`src/rtl/keypad_scanner_pkg.sv`:
```
// Shared constants and state encoding for the 4x4 matrix keypad scanner.
package keypad_scanner_pkg;

  localparam int NUM_ROWS = 4;
  localparam int NUM_COLS = 4;

  localparam logic [NUM_COLS-1:0] COL_IDLE_RESET = 4'b1110;

  typedef enum logic [1:0] {
    SCAN     = 2'd0,
    DEBOUNCE = 2'd1,
    HELD     = 2'd2,
    RELEASE  = 2'd3
  } state_t;

endpackage

```
`src/rtl/keypad_scanner_sync_2ff.sv`:
```
// Two-flop synchroniser for asynchronous pin inputs; resets to all-ones (idle pull-up level).
module sync_2ff #(
  parameter int WIDTH = 4
) (
  input  logic             clk,
  input  logic             reset,
  input  logic [WIDTH-1:0] d,
  output logic [WIDTH-1:0] q
);

  logic [WIDTH-1:0] meta_q;
  logic [WIDTH-1:0] sync_q;

  always_ff @(posedge clk or posedge reset) begin
    if (reset) begin
      meta_q <= '1;
      sync_q <= '1;
    end else begin
      meta_q <= d;
      sync_q <= meta_q;
    end
  end

  assign q = sync_q;

endmodule

```
`src/rtl/keypad_scanner.sv`:
```
// 4x4 active-low keypad scanner: rotates one low column, debounces press/release,
// and reports the accepted key as row/col indices with a one-cycle key_valid strobe.
module keypad_scanner
  import keypad_scanner_pkg::*;
#(
  parameter int SCAN_DIV       = 1000,
  parameter int DEBOUNCE_COUNT = 8
) (
  input  logic                clk,
  input  logic                reset,
  input  logic [NUM_ROWS-1:0] row_in,
  output logic [NUM_COLS-1:0] col_drive,
  output logic [1:0]          row,
  output logic [1:0]          col,
  output logic                key_valid,
  output logic                key_held
);

  localparam int DIV_W = (SCAN_DIV > 1) ? $clog2(SCAN_DIV) : 1;
  localparam int CNT_W = $clog2(DEBOUNCE_COUNT + 1);
  localparam logic [DIV_W-1:0] DIV_LAST   = DIV_W'(SCAN_DIV - 1);
  localparam logic [CNT_W-1:0] CNT_ACCEPT = CNT_W'(DEBOUNCE_COUNT - 1);

  logic [NUM_ROWS-1:0] rs;
  logic [DIV_W-1:0]    div_q, div_d;
  logic [CNT_W-1:0]    count_q, count_d;
  state_t              state_q, state_d;
  logic [NUM_COLS-1:0] col_drive_q, col_drive_d;
  logic [1:0]          cand_row_q, cand_row_d;
  logic [1:0]          cand_col_q, cand_col_d;
  logic [1:0]          row_q, row_d;
  logic [1:0]          col_q, col_d;
  logic                key_valid_q, key_valid_d;
  logic                key_held_q, key_held_d;

  logic                tick;
  logic                hit;
  logic [1:0]          hit_row;
  logic [1:0]          cur_col;
  logic [NUM_COLS-1:0] col_rot;

  sync_2ff #(.WIDTH(NUM_ROWS)) u_sync (
    .clk   (clk),
    .reset (reset),
    .d     (row_in),
    .q     (rs)
  );

  assign tick    = (div_q == DIV_LAST);
  assign div_d   = tick ? '0 : div_q + 1'b1;
  assign hit     = ~&rs;
  assign col_rot = {col_drive_q[NUM_COLS-2:0], col_drive_q[NUM_COLS-1]};

  // Lowest low row wins when several rows are pressed in the same column.
  always_comb begin
    hit_row = '0;
    cur_col = '0;
    for (int i = NUM_ROWS - 1; i >= 0; i--) begin
      if (!rs[i]) hit_row = 2'(i);
    end
    for (int j = NUM_COLS - 1; j >= 0; j--) begin
      if (!col_drive_q[j]) cur_col = 2'(j);
    end
  end

  always_comb begin
    state_d     = state_q;
    count_d     = count_q;
    col_drive_d = col_drive_q;
    cand_row_d  = cand_row_q;
    cand_col_d  = cand_col_q;
    row_d       = row_q;
    col_d       = col_q;
    key_valid_d = 1'b0;
    key_held_d  = key_held_q;

    if (tick) begin
      unique case (state_q)
        SCAN: begin
          if (hit) begin
            cand_row_d = hit_row;
            cand_col_d = cur_col;
            count_d    = CNT_W'(1);
            state_d    = DEBOUNCE;
          end else begin
            col_drive_d = col_rot;
          end
        end
        DEBOUNCE: begin
          if (hit && (hit_row == cand_row_q)) begin
            if (count_q >= CNT_ACCEPT) begin
              row_d       = cand_row_q;
              col_d       = cand_col_q;
              key_valid_d = 1'b1;
              key_held_d  = 1'b1;
              count_d     = '0;
              state_d     = HELD;
            end else begin
              count_d = count_q + 1'b1;
            end
          end else begin
            count_d     = '0;
            col_drive_d = col_rot;
            state_d     = SCAN;
          end
        end
        // The column stays parked while held, so other keys in it are ignored.
        HELD: begin
          if (!hit) begin
            count_d = CNT_W'(1);
            state_d = RELEASE;
          end
        end
        RELEASE: begin
          if (hit) begin
            count_d = '0;
            state_d = HELD;
          end else if (count_q >= CNT_ACCEPT) begin
            key_held_d  = 1'b0;
            count_d     = '0;
            col_drive_d = col_rot;
            state_d     = SCAN;
          end else begin
            count_d = count_q + 1'b1;
          end
        end
        default: state_d = SCAN;
      endcase
    end
  end

  always_ff @(posedge clk or posedge reset) begin
    if (reset) begin
      div_q       <= '0;
      count_q     <= '0;
      state_q     <= SCAN;
      col_drive_q <= COL_IDLE_RESET;
      cand_row_q  <= '0;
      cand_col_q  <= '0;
      row_q       <= '0;
      col_q       <= '0;
      key_valid_q <= 1'b0;
      key_held_q  <= 1'b0;
    end else begin
      div_q       <= div_d;
      count_q     <= count_d;
      state_q     <= state_d;
      col_drive_q <= col_drive_d;
      cand_row_q  <= cand_row_d;
      cand_col_q  <= cand_col_d;
      row_q       <= row_d;
      col_q       <= col_d;
      key_valid_q <= key_valid_d;
      key_held_q  <= key_held_d;
    end
  end

  assign col_drive = col_drive_q;
  assign row       = row_q;
  assign col       = col_q;
  assign key_valid = key_valid_q;
  assign key_held  = key_held_q;

endmodule

```
`config.mk`:
```
export PLATFORM = sky130hd
export DESIGN_NAME = keypad_scanner
export DESIGN_NICKNAME = d
export VERILOG_FILES = /design/src/rtl/keypad_scanner_pkg.sv /design/src/rtl/keypad_scanner_sync_2ff.sv /design/src/rtl/keypad_scanner.sv
export SDC_FILE = /design/constraint.sdc
export NUM_CORES = 1
export LEC_CHECK = 0
export ABC_AREA = 1
export CAP_MARGIN = 30
export CORE_MARGIN = 1.5
export CORE_UTILIZATION = 45
export CTS_CLUSTER_SIZE = 12
export DETAILED_ROUTE_END_ITERATION = 12
export GPL_TIMING_DRIVEN = 0
export MAX_ROUTING_LAYER = met4
export PLACE_DENSITY = 0.69
export SLEW_MARGIN = 20
export SYNTH_ARGS = -nofsm -noshare
export SYNTH_HDL_FRONTEND = slang
export SYNTH_SLANG_ARGS = --single-unit
```
`constraint.sdc`:
```
create_clock -name clk -period 1.5 [get_ports clk]
set_input_delay 0.225 -clock clk [delete_from_list [all_inputs] [get_ports clk]]
set_output_delay 0.225 -clock clk [all_outputs]
set_load 0.02 [all_outputs]
```
==> results.json <==
{
  "portBuffers": 15,
  "first_pass_iters": 4,
  "synth.most_common_cell": "nand2_1",
  "numCtsBuffers": 5,
  "die_w_microns": 65.64,
  "grt_pass1_wl_mm": 5.457,
  "gp_congestion": 0.8134,
  "wl_per_cell_microns": 11.87,
  "p_seq_frac": 0.571,
  "grt_max_degree": 39,
  "ir_worst_vdd_mv": 0.6438,
  "seq_area_sq_um": 964.7,
  "path_clk_slew_ns": 0.07,
  "cts_htree_levels": 2,
  "power.density_mw_per_mm2": 825.5,
  "yosysSeqAreaShare": 0.5464,
  "vias_per_cell": 5.015,
  "end_kind": "flop",
  "synthCells": 197,
  "violations": "setup timing",
  "start_kind": "flop",
  "synth-edff-count": 0,
  "grt_usage": 0.1739,
  "synth_cell_types": 27,
  "synth_xor_area_frac": 0.009922,
  "grt_pass1_vias": 1215,
  "synthAdderAreaFrac": 0.01417,
  "wl_mm": 3.241,
  "ys.flop_type": "dfrtp_1",
  "clk-insertion-delay-late_ns": 0.29,
  "fin_crit_sh": 1.011,
  "row_count": 22,
  "maxSlewViolCount": 0,
  "cts_root_buffer": "clkbuf_8",
  "min_period_ns": 1.516,
  "criticalPathCategory": "flop to flop",
  "worstRegToRegCells": 11,
  "die_y_microns": 65.64,
  "yosys_warnings": 0,
  "pre_cts_slack_ns": -0.07778,
  "floorplan.initialDensity": 0.4751,
  "finalNonFillerCells": 273,
  "comb_power_share": 0.039,
  "holdPathStages": 1,
  "synth_area_leader_cell": "dfrtp_1",
  "crit_fanout": 3,
  "dieArea_sq_mm": 0.004308,
  "ys_ff_latch": 38,
  "cts.sinks": 38,
  "syn_nets": 205,
  "layout-drive-gt1-share": 0.2800,
  "hold_viol": 0,
  "route.detailed.drc": 0,
  "synth_top_family_by_area": "simple AND/OR/NAND/NOR gates",
  "power.leakage_nw": 1.129,
  "p_clk_frac": 0.390,
  "internal_power_mw": 1.440,
  "clock_path_buffers": 2,
  "io_pins": 16,
  "detail-route-antenna-nets": 0,
  "status": "complete, but fails checks",
  "yosys-top-cells-count": "nand2_1 (46), dfrtp_1 (27), inv_1 (25)",
  "hp-class": "input port to flop",
  "relSlewSlack": 0.4946,
  "layout_setup_ws_ns": -0.01650,
  "synth_compound_area_frac": 0.09780,
  "n_antenna_cell": 0,
  "final_cell_area_sq_mm": 0.002230,
  "cp.arrival_ns": 1.71,
  "nets": 232,
  "antenna_found_initial": 0,
  "core-area_sq_mm": 0.003716,
  "synth.mux.area_fraction": 0,
  "clock.fmax_ghz": 0.6594,
  "critPathRequiredTime_ns": 1.69,
  "finClkSkew_ns": 0.008884,
  "cts_tree": "done",
  "switching_power_uw": 400.3,
  "areaGrowthSynthToFinish_pct": 26.29,
  "dp.cells": 260,
  "syn-cell-area_sq_mm": 0.001765,
  "async_flop_share": 1.000,
  "overflow": 0,
  "nFillCells": 340,
  "placed_area_sq_mm": 0.001976,
  "swShare": 0.2175,
  "dp.final_hpwl_mm": 2.167,
  "fin_util": 0.6000,
  "setup_viol": 2,
  "dr.first_iter.drc_count": 81,
  "rsz0062_at_grt": "true",
  "synthSimpleGateAreaFrac": 0.2686,
  "synth.avg_cell_area_sq_um": 8.962,
  "synth_area_leaders": "dfrtp_1 (38%), dfstp_2 (16%), nand2_1 (9.8%)",
  "dr_total_vias": 1369,
  "yosysTopAreaCellShare": 0.3827,
  "multiInputGateArea_sq_um": 799.5,
  "tightest_slew_ns": 0.7570,
  "max_cap_violations": 0
}
==> timing repair <==
| item | in CTS | in global routing |
|---|---|---|
| pin swaps | 13 | 10 |
| hold buffers | 0 | 0 |
| gates resized for setup | 19 | 23 |
| endpoints found under the setup margin | 19 | 26 |
| buffers inserted | 4 | 1 |
| cloned | 0 | 0 |
==> worst max-delay path, cell delays in order, from the launching register on <==
cell	delay [ns]
dfstp_2	0.57
nand2_4	0.07
inv_2	0.06
nand3_2	0.08
nand2_4	0.10
nand2_4	0.05
nor2_4	0.12
nand3_2	0.11
nand3_2	0.09
nand2_1	0.05
nand2_1	0.07
inv_1	0.04
==> layout make-up <==
cell class,instances,area share
multi-input combinational,130,0.3586
sequential,38,0.4327
clock buffer,7,0.03872
inverter,29,0.05219
clock inverter,1,0.002245
tap,48,0.02694
timing repair buffer,20,0.08866
==> cells in the final DEF, fill, tap and decap left out, types with 4 or more instances in the layout <==
master,Yosys,layout
clkbuf_8,0,6
inv_1,25,23
nand2_1,46,36
nand2_2,3,10
dlygate4sd2_1,0,4
nand3_1,9,5
dlymetal6s2s_1,0,6
nand4_4,2,4
nand4_1,4,4
o21ai_1,9,9
dfrtp_1,27,27
nor2_4,2,5
inv_2,2,4
nand3_2,1,5
a21oi_1,5,5
dfstp_2,11,11
nor2_1,18,17
buf_4,0,5
clkdlybuf4s50_1,0,5
o21ai_0,13,11
==> kinds of logic after synthesis <==
family / count (synthesis)
buffers and inverters: 29
xor gates and xnor gates: 2
AOI/OAI and AO/OA: 32
and+or+nand+nor: 94
adders and majority gates: 2
DFF: 38
==> layer usage <==
layer,vias to the layer above,global-route usage,wire (microns)
li1,694,-,-
met1,645,0.2266,1552
met2,21,0.2475,1497
met3,9,0.05137,104
met4,0,0.08594,87
met5,-,-,0
==> final timing paths <==
| kind | endpoint | startpoint | slack (ns) |
|---|---|---|---|
| max in group asynchronous | div_q[4] | reset | 0.63 |
| min | u_sync.meta_q[0] | row_in[0] | 0.34 |
| min reg2reg | u_sync.q[3] | u_sync.meta_q[3] | 0.36 |
| max reg2reg | state_q[0] | u_sync.q[1] | -0.02 |
| min in group asynchronous | cand_row_q[1] | reset | 0.38 |
| max | state_q[0] | u_sync.q[1] | -0.02 |
==> stage by stage <==
step           hold slack, ns  TNS [ns]  total power, mW
2_1_floorplan          0.2295         0            1.102
3_3_place_gp           0.3459    -10.89            1.123
3_5_place_dp           0.3478   -0.3958            1.125
4_1_cts                0.3274         0            1.864
5_1_grt                0.3234   -0.9243            1.932
6_report               0.3387  -0.02231            1.841
==> sequential cells by signal (all words and copies together) (netlist names) <==
name,cells
cand_col_q,2
cand_row_q,2
col,2
col_drive,4
count_q,4
div_q,10
key_held,1
key_valid,1
row,2
state_q,2
u_sync.meta_q,4
u_sync.q,4
==> power by group through the flow <==
stage	Clock, mW	Sequential [mW]	Combinational, mW
6_report	0.718	1.05	0.0713
5_1_grt	0.800	1.05	0.0803
4_1_cts	0.749	1.05	0.0653
3_5_place_dp	0	1.07	0.0571
3_3_place_gp	0	1.07	0.0561
2_1_floorplan	0	1.07	0.0355
No activity file was read; power rests on OpenSTA's default activity.
